$ cat src/rtl/gpio_ctrl_if.sv
// Peripheral bus interface for gpio_ctrl: single-beat request, one-cycle read response.
interface gpio_ctrl_if;
   logic        req_valid;
   logic        req_ready;
   logic        req_wr;
   logic [3:0]  req_addr;
   logic [31:0] req_wdata;
   logic        rsp_valid;
   logic [31:0] rsp_rdata;

   modport master (
      output req_valid, req_wr, req_addr, req_wdata,
      input  req_ready, rsp_valid, rsp_rdata
   );

   modport slave (
      input  req_valid, req_wr, req_addr, req_wdata,
      output req_ready, rsp_valid, rsp_rdata
   );
endinterface

$ cat src/rtl/gpio_ctrl.sv
// Parametrised GPIO controller: output data/enable, atomic set/clear, synchronised input, rise/fall IRQs.
// Optional per-pin input debounce enabled by defining GPIO_DEBOUNCE_EN.
module gpio_ctrl #(
   parameter int unsigned NR_GPIOS        = 8,
   parameter int unsigned DEBOUNCE_CYCLES = 4
) (
   input  logic                clk,
   input  logic                reset_,
   gpio_ctrl_if.slave          bus,
   output logic [NR_GPIOS-1:0] gpio_oe,
   output logic [NR_GPIOS-1:0] gpio_do,
   input  logic [NR_GPIOS-1:0] gpio_di,
   output logic                irq
);

   typedef enum logic [3:0] {
      A_DATA_OUT   = 4'd0,
      A_OE         = 4'd1,
      A_DATA_IN    = 4'd2,
      A_SET        = 4'd3,
      A_CLR        = 4'd4,
      A_RISE_EN    = 4'd5,
      A_FALL_EN    = 4'd6,
      A_IRQ_STATUS = 4'd7
   } reg_addr_e;

   logic [NR_GPIOS-1:0] data_out, oe, rise_en, fall_en, irq_status;
   logic [NR_GPIOS-1:0] sync1, sync2, filt, prev;
   logic [NR_GPIOS-1:0] wd, w1c, rise, fall;
   logic [1:0]          warm;
   logic                edges_en;
   logic                wr_acc, rd_acc;
   logic [31:0]         rd_word;
   logic                rsp_valid_q;
   logic [31:0]         rsp_rdata_q;
   logic                unused_wdata;

   assign bus.req_ready = 1'b1;
   assign bus.rsp_valid = rsp_valid_q;
   assign bus.rsp_rdata = rsp_rdata_q;
   assign gpio_do       = data_out;
   assign gpio_oe       = oe;

   assign wr_acc       = bus.req_valid & bus.req_wr;
   assign rd_acc       = bus.req_valid & ~bus.req_wr;
   assign wd           = bus.req_wdata[NR_GPIOS-1:0];
   assign unused_wdata = ^bus.req_wdata;

   always_ff @(posedge clk) begin
      if (!reset_) begin
         data_out <= '0;
         oe       <= '0;
         rise_en  <= '0;
         fall_en  <= '0;
      end else if (wr_acc) begin
         case (bus.req_addr)
            A_DATA_OUT: data_out <= wd;
            A_OE:       oe       <= wd;
            A_SET:      data_out <= data_out | wd;
            A_CLR:      data_out <= data_out & ~wd;
            A_RISE_EN:  rise_en  <= wd;
            A_FALL_EN:  fall_en  <= wd;
            default:    ;
         endcase
      end
   end

   always_comb begin
      rd_word = '0;
      case (bus.req_addr)
         A_DATA_OUT:   rd_word[NR_GPIOS-1:0] = data_out;
         A_OE:         rd_word[NR_GPIOS-1:0] = oe;
         A_DATA_IN:    rd_word[NR_GPIOS-1:0] = filt;
         A_RISE_EN:    rd_word[NR_GPIOS-1:0] = rise_en;
         A_FALL_EN:    rd_word[NR_GPIOS-1:0] = fall_en;
         A_IRQ_STATUS: rd_word[NR_GPIOS-1:0] = irq_status;
         default:      rd_word = '0;
      endcase
   end

   always_ff @(posedge clk) begin
      if (!reset_) begin
         rsp_valid_q <= 1'b0;
         rsp_rdata_q <= '0;
      end else begin
         rsp_valid_q <= rd_acc;
         if (rd_acc)
            rsp_rdata_q <= rd_word;
      end
   end

   always_ff @(posedge clk) begin
      if (!reset_) begin
         sync1 <= '0;
         sync2 <= '0;
      end else begin
         sync1 <= gpio_di;
         sync2 <= sync1;
      end
   end

`ifdef GPIO_DEBOUNCE_EN
   localparam int unsigned CW = $clog2(DEBOUNCE_CYCLES + 1);
   logic [CW-1:0] cnt [NR_GPIOS];

   // filt only follows sync after DEBOUNCE_CYCLES consecutive cycles of disagreement
   always_ff @(posedge clk) begin
      if (!reset_) begin
         filt <= '0;
         for (int unsigned i = 0; i < NR_GPIOS; i++)
            cnt[i] <= '0;
      end else begin
         for (int unsigned i = 0; i < NR_GPIOS; i++) begin
            if (cnt[i] == CW'(DEBOUNCE_CYCLES)) begin
               filt[i] <= sync2[i];
               cnt[i]  <= '0;
            end else if (sync2[i] != filt[i]) begin
               cnt[i] <= cnt[i] + CW'(1);
            end else begin
               cnt[i] <= '0;
            end
         end
      end
   end
`else
   localparam int unsigned unused_debounce = DEBOUNCE_CYCLES;
   assign filt = sync2;
`endif

   // Edges are suppressed until the synchroniser and prev have flushed their reset zeros
   always_ff @(posedge clk) begin
      if (!reset_) begin
         prev <= '0;
         warm <= '0;
      end else begin
         prev <= filt;
         if (warm != 2'd3)
            warm <= warm + 2'd1;
      end
   end

   assign edges_en = (warm == 2'd3);
   assign rise     = edges_en ? (filt & ~prev & rise_en) : '0;
   assign fall     = edges_en ? (~filt & prev & fall_en) : '0;
   assign w1c      = (wr_acc && bus.req_addr == A_IRQ_STATUS) ? wd : '0;

   always_ff @(posedge clk) begin
      if (!reset_) begin
         irq_status <= '0;
         irq        <= 1'b0;
      end else begin
         irq_status <= (irq_status & ~w1c) | rise | fall;
         irq        <= |irq_status;
      end
   end

endmodule

$ cat src/flat_wrapper.sv
// flat-port wrapper written by rule: the top's interface ports become plain ports
module gpio_ctrl_flat 
#(
   parameter int unsigned NR_GPIOS        = 8,
   parameter int unsigned DEBOUNCE_CYCLES = 4
)
  (clk, reset_, gpio_oe, gpio_do, gpio_di, irq, bus_req_valid, bus_req_wr, bus_req_addr, bus_req_wdata, bus_req_ready, bus_rsp_valid, bus_rsp_rdata);
  gpio_ctrl_if bus_i ();
  input  logic clk;
  input  logic reset_;
  output logic [NR_GPIOS-1:0] gpio_oe;
  output logic [NR_GPIOS-1:0] gpio_do;
  input  logic [NR_GPIOS-1:0] gpio_di;
  output logic irq;
  input wire logic [$bits(bus_i.req_valid)-1:0] bus_req_valid;
  input wire logic [$bits(bus_i.req_wr)-1:0] bus_req_wr;
  input wire logic [$bits(bus_i.req_addr)-1:0] bus_req_addr;
  input wire logic [$bits(bus_i.req_wdata)-1:0] bus_req_wdata;
  output wire logic [$bits(bus_i.req_ready)-1:0] bus_req_ready;
  output wire logic [$bits(bus_i.rsp_valid)-1:0] bus_rsp_valid;
  output wire logic [$bits(bus_i.rsp_rdata)-1:0] bus_rsp_rdata;
  assign bus_i.req_valid = bus_req_valid;
  assign bus_i.req_wr = bus_req_wr;
  assign bus_i.req_addr = bus_req_addr;
  assign bus_i.req_wdata = bus_req_wdata;
  assign bus_req_ready = bus_i.req_ready;
  assign bus_rsp_valid = bus_i.rsp_valid;
  assign bus_rsp_rdata = bus_i.rsp_rdata;
  gpio_ctrl #(.NR_GPIOS(NR_GPIOS), .DEBOUNCE_CYCLES(DEBOUNCE_CYCLES)) u_core (.clk(clk), .reset_(reset_), .bus(bus_i), .gpio_oe(gpio_oe), .gpio_do(gpio_do), .gpio_di(gpio_di), .irq(irq));
endmodule
$ cat config.mk
export PLATFORM = sky130hd
export DESIGN_NAME = gpio_ctrl_flat
export DESIGN_NICKNAME = d
export VERILOG_FILES = /design/src/rtl/gpio_ctrl_if.sv /design/src/rtl/gpio_ctrl.sv /design/src/flat_wrapper.sv
export SDC_FILE = /design/constraint.sdc
export NUM_CORES = 1
export LEC_CHECK = 0
export ABC_AREA = 1
export CAP_MARGIN = 20
export CORE_UTILIZATION = 52
export DETAILED_ROUTE_END_ITERATION = 8
export GPL_TIMING_DRIVEN = 0
export PLACE_DENSITY = 0.86
export SYNTH_ARGS = -nofsm -noshare
export SYNTH_HDL_FRONTEND = slang
export SYNTH_SLANG_ARGS = --single-unit
export TNS_END_PERCENT = 30
$ cat constraint.sdc
create_clock -name clk -period 2.96 [get_ports clk]
set_input_delay 0.296 -clock clk [delete_from_list [all_inputs] [get_ports clk]]
set_output_delay 0.296 -clock clk [all_outputs]
set_load 0.05 [all_outputs]
; ---- Word level (Yosys, flattened, before mapping)
; Index checks and enable logic that the tools add are counted.
[totals]
register_bits = 76
latchBits = 0
ramBits = 0
romBits = 0
elab_cells = 51
mem_count = 0
[op_classes]
n_addsub = 1
mul = 0
n_div = 0
order_cmp = 0
eq_ne = 9
shift = 0
muxes = 5
bitwise = 16
n_reduce_logical = 8
[ops]
columns = cell, count
row1 = $and 8x8->8, 6
row2 = $pmux 8 s6, 1
row3 = $not 8->8, 4
row4 = $mux 8, 3
row5 = $or 8x8->8, 3
row6 = $pmux 8 s3, 1
row7 = $eq 4x3->1 const B, 4
row8 = $eq 4x2->1 const B, 2
row9 = $reduce_and 2->1, 4
row10 = $reduce_or 8->1, 1
row11 = $eq 4x1->1 const B, 1
row12 = $logic_not 4->1, 1
row13 = $reduce_bool 3->1, 1
row14 = $add 2x1->2 const B, 1
row15 = $and 1x1->1, 2
row16 = $eq 2x2->1 const B, 1
row17 = $ne 2x2->1 const B, 1
row18 = $logic_and 1x1->1, 1
row19 = $not 1->1, 1

; ---- Depth between registers and ports, before layout
[logic_depth]
depth_word = 7
ltp_mapped = 9
mapped_depth_nobuf = 9

; ---- Worst setup path after synthesis
; No wires, ideal clock.
[synth_timing]
path_kind = in2reg
startpoint = input bus_req_addr[2]
endpoint = register u_core.fall_en[6]
setup_ps = 119
arrival_time_ps = 1152
setup_slack_ps = 1688
stages = 7
path_buffers = 2
cell_sequence = inv_1 nor2_2 buf_2 nand3_1 buf_2 o21ai_0 a21oi_1
[synth_between]
elab_chain_cells = 2
[synth_lines]
columns = element, line_no
row1 = "start, declared", flat_wrapper.sv:17  ; input wire logic [$bits(bus_i.req_addr)-1:0] bus_req_addr;
row2 = $eq 4x3->1, gpio_ctrl.sv:56  ; case (bus.req_addr)
row3 = $reduce_and 2->1 (no line), n/a
row4 = "end signal, assigned", gpio_ctrl.sv:62  ; A_FALL_EN: fall_en <= wd;
row5 = "end, declared", gpio_ctrl.sv:27  ; logic [NR_GPIOS-1:0] data_out, oe, rise_en, fall_en, irq_status;
; No other way between the ends.
; A chain may end at the register's enable or synchronous reset.

; ---- Worst setup path in the final report
[layout_timing]
startpoint = input bus_req_addr[0]
endpoint = register u_core.rise_en[7]
[layout_between]
elab_chain_cells = 2
[layout_lines]
columns = element, line_no
row1 = $eq 4x3->1, gpio_ctrl.sv:56
row2 = $reduce_and 2->1 (no line), n/a
row3 = "end signal, assigned", gpio_ctrl.sv:61  ; A_RISE_EN: rise_en <= wd;
row4 = "end, declared", gpio_ctrl.sv:27
; No other way between the ends.

==> results.py <==
metrics = {
    "status": {
        "outcome": "finished, violations left",
        "violations": "design-rule violations",
    },
    "worst_setup_path": {
        "path_buf_inv": 3,
        "worstPathRequired_ns": 3.19,
        "startpoint_type": "input port",
        "crit_chain": "clkdlybuf4s50_1 -> inv_1 -> nor2_4 -> nand3_1 -> clkbuf_1 -> o21ai_0 -> a21oi_1",
        "worst-setup-path-type": "input port to flop",
        "path_max_fanout": 10,
        "cp-end-kind": "flop",
        "cp.arrival_ns": 2.17,
        "crit_slowest_cell": "clkdlybuf4s50_1",
        "cp_top_family": "buffers and inverters",
        "cp_slowest_stage_delay_ns": 0.55,
    },
    "synth": {
        "yosysWarningCount": 0,
        "netlist_area_sq_um": 3520,
        "ys_types": 22,
        "synthAdderAreaFrac_pct": 0.356,
        "synth-xor-area-share_pct": 0.249,
        "yosys.area.top_type": "dfxtp_1",
        "yosysSeqAreaShare_pct": 43.2,
        "synth_compound_area_share_pct": 15.4,
        "muxShareOfSynthArea_pct": 0,
        "synth-seq-cells": 76,
        "synth_top_family_by_area": "simple AND/OR/NAND/NOR gates",
        "yosys.area_share.simple_pct": 24.7,
        "synth_top_area_share_pct": 43.2,
        "synthCells": 513,
        "syn_avg_cell_area_sq_um": 6.86,
        "synth_area_leaders": "dfxtp_1 (43%), nand2_1 (12%), nand3_1 (8.4%), inv_1 (8.0%), o21ai_0 (7.4%)",
    },
    "finish": {
        "syn_to_final_growth_pct": 25.3,
        "mostFrequentLayoutCell": "nand2_1",
        "num_antenna_cells": 0,
        "n_fill_cell": 591,
        "layout_common_cells": "nand2_1 (111), dfxtp_1 (76), inv_1 (75), nand3_1 (59), o21ai_0 (52)",
        "drive_above_1_share_pct": 8.32,
        "layout.nets": 645,
        "multiInputGateArea_sq_um": 1530,
        "regArea_sq_um": 1520,
    },
    "sta": {
        "fin_tns_setup_ns": 0,
        "fin_crit_ns": 1.93,
        "skew_ns": 0.00779,
        "holdWs_ns": 0.416,
        "fin_crit_sh_pct": 65.3,
        "fmax_mhz": 517,
        "worstMarginPinSlew_ns": 0.599,
        "report.final.slew_viol_count": 0,
        "finalSetupViolCount": 0,
        "hold_viol": 0,
        "worst_slew_margin_rel_pct": 59.9,
        "fin_ws_ns": 1.03,
        "grt_setup_unrepaired": "false",
    },
    "cts": {
        "cts_sinks": 76,
        "cts_tree": "yes",
        "cts_resized": 0,
        "path_clk_slew_ns": 0.08,
        "cts_hold_buf": 0,
        "clk_path_buf_depth": 2,
        "htree_levels": 3,
        "ctsRootBufferMaster": "clkbuf_8",
        "clk_latency_ns": 0.36,
        "cts_buffers": 9,
        "post_cts_buffers": 0,
    },
    "power_and_ir_drop": {
        "swShare_pct": 27.3,
        "pwr-share-clk_pct": 38.9,
        "power_density_nw_per_um2": 513,
        "intPower_w": 0.00165,
        "power_leakage_nw": 2.01,
        "combPwrFrac_pct": 13.7,
        "p_seq_share_pct": 47.4,
        "power.switching_w": 0.000617,
        "peakVddDrop_v": 0.000356,
    },
    "floorplan": {
        "die_y_um": 84.3,
        "coreArea_sq_um": 6420,
        "num_rows": 29,
        "dieWidth_um": 84.3,
        "ioPinCount": 99,
        "dieArea_sq_um": 7100,
        "initial_core_util_pct": 54.8,
    },
    "grt": {
        "grt_overflow_total": 0,
        "grt_max_degree": 13,
        "grt_use_total_pct": 28.1,
        "grt_pass1_vias": 3305,
        "grt_pass1_wl_um": 15500,
        "antenna_found_initial": 0,
    },
    "placed_design": {
        "io_buffers": 49,
        "pre_cts_ws_ns": 0.687,
        "place_hpwl_um": 7190,
        "place_congestion": 0.886,
    },
    "route": {
        "drtAntennaViolNets": 0,
        "wirelength_um": 9650,
        "first_pass_iters": 7,
        "remaining_drc_errors": 18,
        "first_iter_violations": 283,
        "num_vias": 3606,
        "wire_per_inst_um": 14.2,
        "viasPerCell": 5.32,
    },
    "job": {
        "cap_violations": 0,
    },
    "min_path": {
        "min_path_type": "flop to flop",
    },
}
through the flow:
stage | total power (W) | utilization (%) | cells | instance area (sq um)
after global routing | 0.00234 | 68.7 | 678 | 4410
after CTS | 0.00226 | 68.7 | 678 | 4410
after global placement | 0.00139 | 65.3 | 662 | 4190
final | 0.00226 | 68.7 | 678 | 4410
after detailed placement | 0.00140 | 65.3 | 662 | 4190
after floorplan | 0.00131 | - | 536 | 3600
flip-flops by register name, indices dropped and copies added, names as in the netlist:
register / count
u_core.gpio_do: 8
u_core.sync1: 8
u_core.bus.rsp_valid: 1
u_core.irq_status: 8
u_core.warm: 2
u_core.prev: 8
u_core.filt: 8
u_core.irq: 1
u_core.rise_en: 8
u_core.fall_en: 8
u_core.bus.rsp_rdata: 8
u_core.gpio_oe: 8
final timing paths:
path,startpoint,endpoint,slack (ns),cells past startpoint
min reg2reg,u_core.sync1[0],u_core.filt[0],0.42,2
max,bus_req_addr[0],u_core.rise_en[7],1.03,7
max reg2reg,u_core.warm[0],u_core.irq_status[7],1.43,6
min,u_core.sync1[0],u_core.filt[0],0.42,2
synthesized netlist by cell type:
library cell,n
o21ai_0,52
conb_1,2
clkinv_1,2
nor2_1,27
buf_4,26
nor2_4,1
buf_1,1
inv_2,2
nand3_1,59
nor4_1,2
a21oi_1,51
dfxtp_1,76
nand4_1,3
nor2_2,2
nand2_1,111
a31oi_1,3
ha_1,1
o21ai_2,1
inv_1,75
clkbuf_1,11
xor2_1,1
buf_2,4
cells by family (layout without fill, tap and decap cells):
logic type | count (synthesis) | count (layout)
buf+inv | 121 | 186
compound gates | 107 | 107
flops | 76 | 76
xor+xnor | 1 | 1
fa+ha+maj | 1 | 1
simple gates | 205 | 205
other cells | 2 | 25
power groups by stage:
stage	Sequential (W)	Combinational, W	Clock [W]
floorplan	0.00111	0.000199	0
global placement	0.00109	0.000297	0
detailed placement	0.00110	0.000305	0
CTS	0.00107	0.000307	0.000881
global route	0.00108	0.000338	0.000925
finish	0.00107	0.000310	0.000881
metal layers:
layer | global-route usage [%] | up-vias | share of wire (%)
met3 | 5.80 | 25 | 7.6
met2 | 48.5 | 179 | 48
li1 | - | 1755 | -
met1 | 34.6 | 1647 | 42
met4 | 10.7 | 0 | 2.4
met5 | 0 | - | 0
area by class of cell:
class                           instances  area share (%)
Buffer                                 42            5.90
Clock inverter                          4            1.65
Inverter                               79            6.73
Clock buffer                           12            3.29
Tap cell                               77            2.19
Timing Repair Buffer                   49            11.1
Multi-Input combinational cell        339            34.6
Sequential cell                        76            34.5
tightest hold or removal path: cells and delay by family (launching register included):
kind / cells / cell delay (ns)
DFF: 1 / 0.31
buffers and inverters: 1 / 0.04
and+or+nand+nor: 1 / 0.04
Note: power is estimated with default switching activity, not from simulation.
